**config.mk**
```make
export PLATFORM = sky130hd
export DESIGN_NAME = fifo_wr_arbiter
export DESIGN_NICKNAME = d
export VERILOG_FILES = /design/src/rtl/fifo_arb_pkg.sv /design/src/rtl/fifo_wr_arbiter.sv
export SDC_FILE = /design/constraint.sdc
export NUM_CORES = 1
export LEC_CHECK = 0
export BUFFER_PORTS_ARGS = -buffer_cell sky130_fd_sc_hd__buf_2
export CAP_MARGIN = 20
export CELL_PAD_IN_SITES_DETAIL_PLACEMENT = 1
export CELL_PAD_IN_SITES_GLOBAL_PLACEMENT = 1
export CORE_UTILIZATION = 24
export DETAILED_ROUTE_END_ITERATION = 10
export PLACE_DENSITY_LB_ADDON = 0.12
export SLEW_MARGIN = 20
export SYNTH_ARGS = -nofsm -noshare
export SYNTH_HDL_FRONTEND = slang
export SYNTH_SLANG_ARGS = --single-unit
export TNS_END_PERCENT = 100
```
**constraint.sdc**
```tcl
create_clock -name clk -period 1.85 [get_ports clk]
set_input_delay 0.185 -clock clk [delete_from_list [all_inputs] [get_ports clk]]
set_output_delay 0.185 -clock clk [all_outputs]
set_load 0.01 [all_outputs]
```
**src/rtl/fifo_arb_pkg.sv**
```systemverilog
// fifo_arb_pkg: shared state type and counter sizing for the FIFO write-port arbiter
package fifo_arb_pkg;
    typedef enum logic [1:0] {IDLE, SERVE0, SERVE1} arb_state_t;
    localparam int DEFAULT_MAX_BURST = 4;
    localparam int BURST_CNT_W = $clog2(DEFAULT_MAX_BURST + 1);
    function automatic int burst_cnt_width(input int max_burst);
        return $clog2(max_burst + 1);
    endfunction
endpackage

```
**src/rtl/fifo_wr_arbiter.sv**
```systemverilog
// fifo_wr_arbiter: round-robin, burst-locked sharing of one FIFO write port between two producers
module fifo_wr_arbiter
    import fifo_arb_pkg::*;
#(
    parameter int WRITE_WIDTH = 16,
    parameter int MAX_BURST   = DEFAULT_MAX_BURST
) (
    input  logic                   clk,
    input  logic                   reset,
    input  logic                   req0,
    input  logic [WRITE_WIDTH-1:0] data0,
    output logic                   ack0,
    input  logic                   req1,
    input  logic [WRITE_WIDTH-1:0] data1,
    output logic                   ack1,
    input  logic                   full,
    output logic                   wr,
    output logic [WRITE_WIDTH-1:0] w_data,
    output logic [1:0]             grant
);
    localparam int CW = burst_cnt_width(MAX_BURST);
    localparam logic [CW-1:0] CNT_LAST = CW'(MAX_BURST - 1);
    arb_state_t state_q, state_d, other;
    logic [CW-1:0] cnt_q, cnt_d;
    logic last_q, last_d;
    logic serving, own_req, oth_req, burst_end;
    assign serving   = state_q != IDLE;
    assign own_req   = state_q == SERVE1 ? req1 : req0;
    assign oth_req   = state_q == SERVE1 ? req0 : req1;
    assign other     = state_q == SERVE1 ? SERVE0 : SERVE1;
    assign wr        = serving & own_req & ~full;
    assign burst_end = wr & (cnt_q == CNT_LAST);
    assign ack0      = wr & (state_q == SERVE0);
    assign ack1      = wr & (state_q == SERVE1);
    assign grant     = {state_q == SERVE1, state_q == SERVE0};
    assign w_data    = state_q == SERVE0 ? data0 : state_q == SERVE1 ? data1 : '0;
    // Full stalls leave cnt_q untouched; only real writes are charged to the burst.
    always_comb begin
        state_d = state_q;
        cnt_d   = wr ? cnt_q + 1'b1 : cnt_q;
        last_d  = last_q;
        if (!serving) begin
            cnt_d   = '0;
            state_d = (req0 & req1) ? (last_q ? SERVE0 : SERVE1) : req0 ? SERVE0 : req1 ? SERVE1 : IDLE;
        end else if (!own_req || burst_end) begin
            cnt_d   = '0;
            state_d = oth_req ? other : own_req ? state_q : IDLE;
            last_d  = (oth_req || !own_req) ? (state_q == SERVE1) : last_q;
        end
    end
    always_ff @(posedge clk or posedge reset) begin
        if (reset) begin
            state_q <= IDLE;
            cnt_q   <= '0;
            last_q  <= 1'b1;
        end else begin
            state_q <= state_d;
            cnt_q   <= cnt_d;
            last_q  <= last_d;
        end
    end
endmodule

```
Yosys cells after proc, flatten, opt, wreduce, memory -nomap -nowiden --
Index checks and enable logic that the tools add are counted.
Operators by class: $add $sub $neg 1, $mul 0, divide/modulo/power cells 0, order comparisons 0, equal/unequal tests 6, shift operators 0, multiplexer cells 16, bitwise operators 7, reductions and logical operators 6
Operators by type and width (count):
- two-way mux 16 bit | 2
- two-way mux 2 bit | 9
- two-way mux 3 bit | 3
- bitwise AND 1 bit | 6
- != test 3 x 2 -> 1 bit (second input constant) | 2
- adder 3 x 1 -> 3 bit (second input constant) | 1
- == test 3 x 2 -> 1 bit (second input constant) | 1
- AND reduction 3 bit | 1
- == test 2 x 1 -> 1 bit (second input constant) | 1
- == test 2 bit (second input constant) | 1
- logical OR 1 bit | 2
- two-way mux 1 bit | 2
- != test 2 x 1 -> 1 bit (second input constant) | 1
- AND reduction 2 bit | 1
- nonzero test 2 bit | 1
- zero test 1 bit | 1
- inverter 1 bit | 1
Word-level totals: register bits 6, bits in latches 0, bits in writable memories 0, ROM bits 0, input port bits 37, memories kept 0

Longest topological paths before layout --
word-level depth 8, mapped depth 5

Least setup slack after synthesis --
No wires, ideal clock.
path kind register to output, start point reg state_q[0], end point out w_data[1], arrival 1.109 ns, data required time 1.665 ns, path slack 0.556 ns, cell stages (with the launch flop) 5, cells stage by stage dfrtp_1 nor2b_1 buf_4 buf_8 a22o_4
RTL lines:
- start, declared | line fifo_wr_arbiter.sv:23 | arb_state_t state_q, state_d, other;
- start signal, assigned | line fifo_wr_arbiter.sv:57 | state_q <= state_d;
- == test 2 x 1 -> 1 bit
- via grant[0] | line fifo_wr_arbiter.sv:19 | output logic [1:0] grant
- two-way mux 16 bit | line fifo_wr_arbiter.sv:36 | assign w_data = state_q == SERVE0 ? data0 : state_q == SERVE1 ? data1 : '0;
- end, declared | line fifo_wr_arbiter.sv:18 | output logic [WRITE_WIDTH-1:0] w_data,
The timed path passes the listed nets, and every way through them passes these cells.

Worst setup path after layout --
start point reg state_q[0], end point out ack1
On the way: longest elaborated chain between the ends 5
RTL lines:
- == test 2 bit | line fifo_wr_arbiter.sv:28, fifo_wr_arbiter.sv:34
- two-way mux 1 bit | line fifo_wr_arbiter.sv:28 | assign own_req = state_q == SERVE1 ? req1 : req0;
- bitwise AND 1 bit (2 in a row) | line fifo_wr_arbiter.sv:31 | assign wr = serving & own_req & ~full;
- bitwise AND 1 bit (*) | line fifo_wr_arbiter.sv:34 | assign ack1 = wr & (state_q == SERVE1);
- end, declared | line fifo_wr_arbiter.sv:15 | output logic ack1,
Mark *: on every way between the ends. The rest lies on a longest branch, timed or not.

==> metrics.cfg <==
[clock_network]
root_buffer=clkbuf_4
cts_made_buffers=3
cts_tree=built
cts_buffer_depth=2
clk_pin_slew_worst_paths_ns=0.05
post_cts_buffers=0
cts.sinks=6
clk-insertion-delay-late_ns=0.24
cts_max_level=1

[global_routing]
antenna_found_initial=0
grt_pass1_wl_mm=2.987
grt_use_total=0.1456
first_global_vias=678
grt_overflow_total=0
grt_max_degree=19

[synth]
yosysMostFrequentCell=a22o_1
yosys_warnings=0
syn_avg_cell_area_sq_um=9.672
synth_cell_type_count=30
synth_edf_count=0
synth_common_cells=a22o_1, a22o_2, nor2_1
synth_seq_cells=6
synth.area.top_cells=dfrtp_1, a22o_1, a22o_2
yosysTopAreaCell=dfrtp_1
netlist_instances=63
async_flop_share=1.000
synth_flop_cell=dfrtp_1
syn_nets=102
synth_area_sq_um=609.3
synth.top_cell.area_share=0.2053
seq_area_frac_synth=0.2485

[setup_path]
worst_setup_path_start_kind=flop
cp_data_arrival_time_ns=1.48
slowest_delay_ns=0.48
required_ns=1.66
critical_path_class=reg2out
critPathBufInv=2
cpMaxStageDelayCell=dfrtp_1
crit_fanout=18
cp-end-kind=output port
cp_top_family=flip-flops
path_cells=nor2b_2 > buf_6 > nor3b_2 > buf_2

[routing]
drtPass1Iterations=3
vias=729
drc=0
drt-total-wl_mm=1.938
wl_per_cell_microns=12.83
via_per_inst=4.828
drtIter0Drc=4
ant_nets=0

[timing]
drv_slew=0
skew_ns=0.002840
grt_setup_unrepaired=false
post-route-min-period_ns=1.669
relSlewSlack=0.7945
tightestPinTransition_ns=0.3083
fmax_mhz=599.2
finalSetupTns_ns=0
finalHoldViolations=0
setup_viol=0
min_period_over_period=0.9021

[power_and_ir_drop]
swShare=0.3354
pwr-share-clk=0.241
internal_power_w=0.0003604
pwr-share-seq=0.302
pwr_density_cell_nw_per_um2=577.9
power_w=0.0005423
p_switching_w=0.0001819
p_comb_frac=0.457
power_leakage_nw=0.5307
vdd_drop_max_uv=351.4

[die]
die-area_sq_um=2744
num_io_pins=58
die_h_microns=52.39
num_rows=17
core_area_sq_um=2297
start_util=0.2653
die_x_microns=52.39

[final_layout]
antennaDiodeCount=0
fin_nets=163
fin_cells=151
multiInputGateArea_sq_um=392.9
fin_util=0.4085
drive_above_1_share=0.6179
final_area_sq_um=938.4
nFillCells=297
syn_to_final_growth_pct=54.00
seq_area_sq_um=151.4

[placement]
dp_hpwl_mm=1.583
place_congestion=0.7115
placed_cells=146
io_buffers=57
placed_area_sq_um=898.4

[run]
max-cap-violations=0

[hold_path]
hp-class=in2reg

[outcome]
status=finished clean

==> through the flow <==
step	setup WS, ns	hold slack [ns]
floorplan	0.5557	-0.02477
finish	0.1811	0.2417
detailed placement	0.3779	0.1159
CTS	0.1140	0.2358
global placement	0.4250	0.1080
global route	0.04422	0.2584
==> state kept, by name, summed over array words and instances, names as in the netlist <==
signal / cells
state_q: 2
cnt_q: 3
last_q: 1
==> placed cells by master, fill, tap and decap left out, types with 2 or more instances in the layout <==
cell type / synthesis / final
o21ai_0: 2 / 2
clkbuf_4: 0 / 3
buf_2: 1 / 57
ha_1: 2 / 2
nor2b_1: 2 / 2
buf_4: 1 / 2
a22o_1: 8 / 8
nor3_1: 2 / 2
nor2_1: 6 / 6
inv_1: 3 / 3
dfrtp_1: 5 / 5
nor3b_2: 2 / 2
a22o_2: 7 / 7
a21oi_1: 4 / 4
==> what timing repair did <==
| item | 4_1_cts | 5_1_grt |
|---|---|---|
| gates resized for setup | 0 | 1 |
| hold endpoints to repair | 5 | 0 |
| hold buffers | 1 | 0 |
| setup endpoints to repair | 0 | 1 |
==> power groups by stage <==
stage          logic (W)  clock network, W  registers (W)
3_5_place_dp    0.000248                 0       0.000166
3_3_place_gp    0.000245                 0       0.000165
6_report        0.000248          0.000131       0.000164
5_1_grt         0.000276          0.000146       0.000167
2_1_floorplan   0.000160                 0       0.000162
4_1_cts         0.000250          0.000139       0.000164
==> logic make-up after synthesis <==
| kind of cell | synth area share |
|---|---|
| compound gates | 0.4189 |
| fa+ha+maj | 0.04106 |
| flops | 0.2485 |
| buf+inv | 0.1068 |
| simple gates | 0.1848 |
==> worst paths after layout <==
| check | startpoint | end | slack [ns] | depth (start not counted) |
|---|---|---|---|---|
| hold reg to reg | last_q$_DFFE_PP1P_ | last_q$_DFFE_PP1P_ | 0.51 | 2 |
| setup / recovery | state_q[0]$_DFFE_PP0P_ | ack1 | 0.18 | 4 |
| setup reg to reg | cnt_q[0]$_DFFE_PP0P_ | state_q[0]$_DFFE_PP0P_ | 0.43 | 5 |
| hold / removal | req0 | last_q$_DFFE_PP1P_ | 0.24 | 3 |
| max in group asynchronous | reset | last_q$_DFFE_PP1P_ | 1.19 | 3 |
| min in group asynchronous | reset | cnt_q[2]$_DFFE_PP0P_ | 0.40 | 3 |
==> worst register-to-register path, cell delays in order, from the launching register on <==
cell and delay (ns):
dfrtp_1 0.36, ha_1 0.16, ha_1 0.22, nand2b_1 0.13
a211o_1 0.31, a21boi_0 0.15
==> layout make-up <==
| cell class | instances | share of cell area |
|---|---|---|
| clock buffer | 4 | 0.02800 |
| tap | 28 | 0.03733 |
| timing repair buffer | 61 | 0.3427 |
| sequential | 6 | 0.1613 |
| inverter | 3 | 0.01200 |
| multi-input combinational | 49 | 0.4187 |
==> layer usage <==
layer | up-vias | global-route usage | share of wire
met5 | - | 0 | 0
met4 | 0 | 0.03947 | 0
met3 | 0 | 0.04638 | 0.13
met2 | 39 | 0.2511 | 0.47
met1 | 329 | 0.1710 | 0.41
li1 | 361 | - | -
Note: power is estimated with default switching activity, not from simulation.
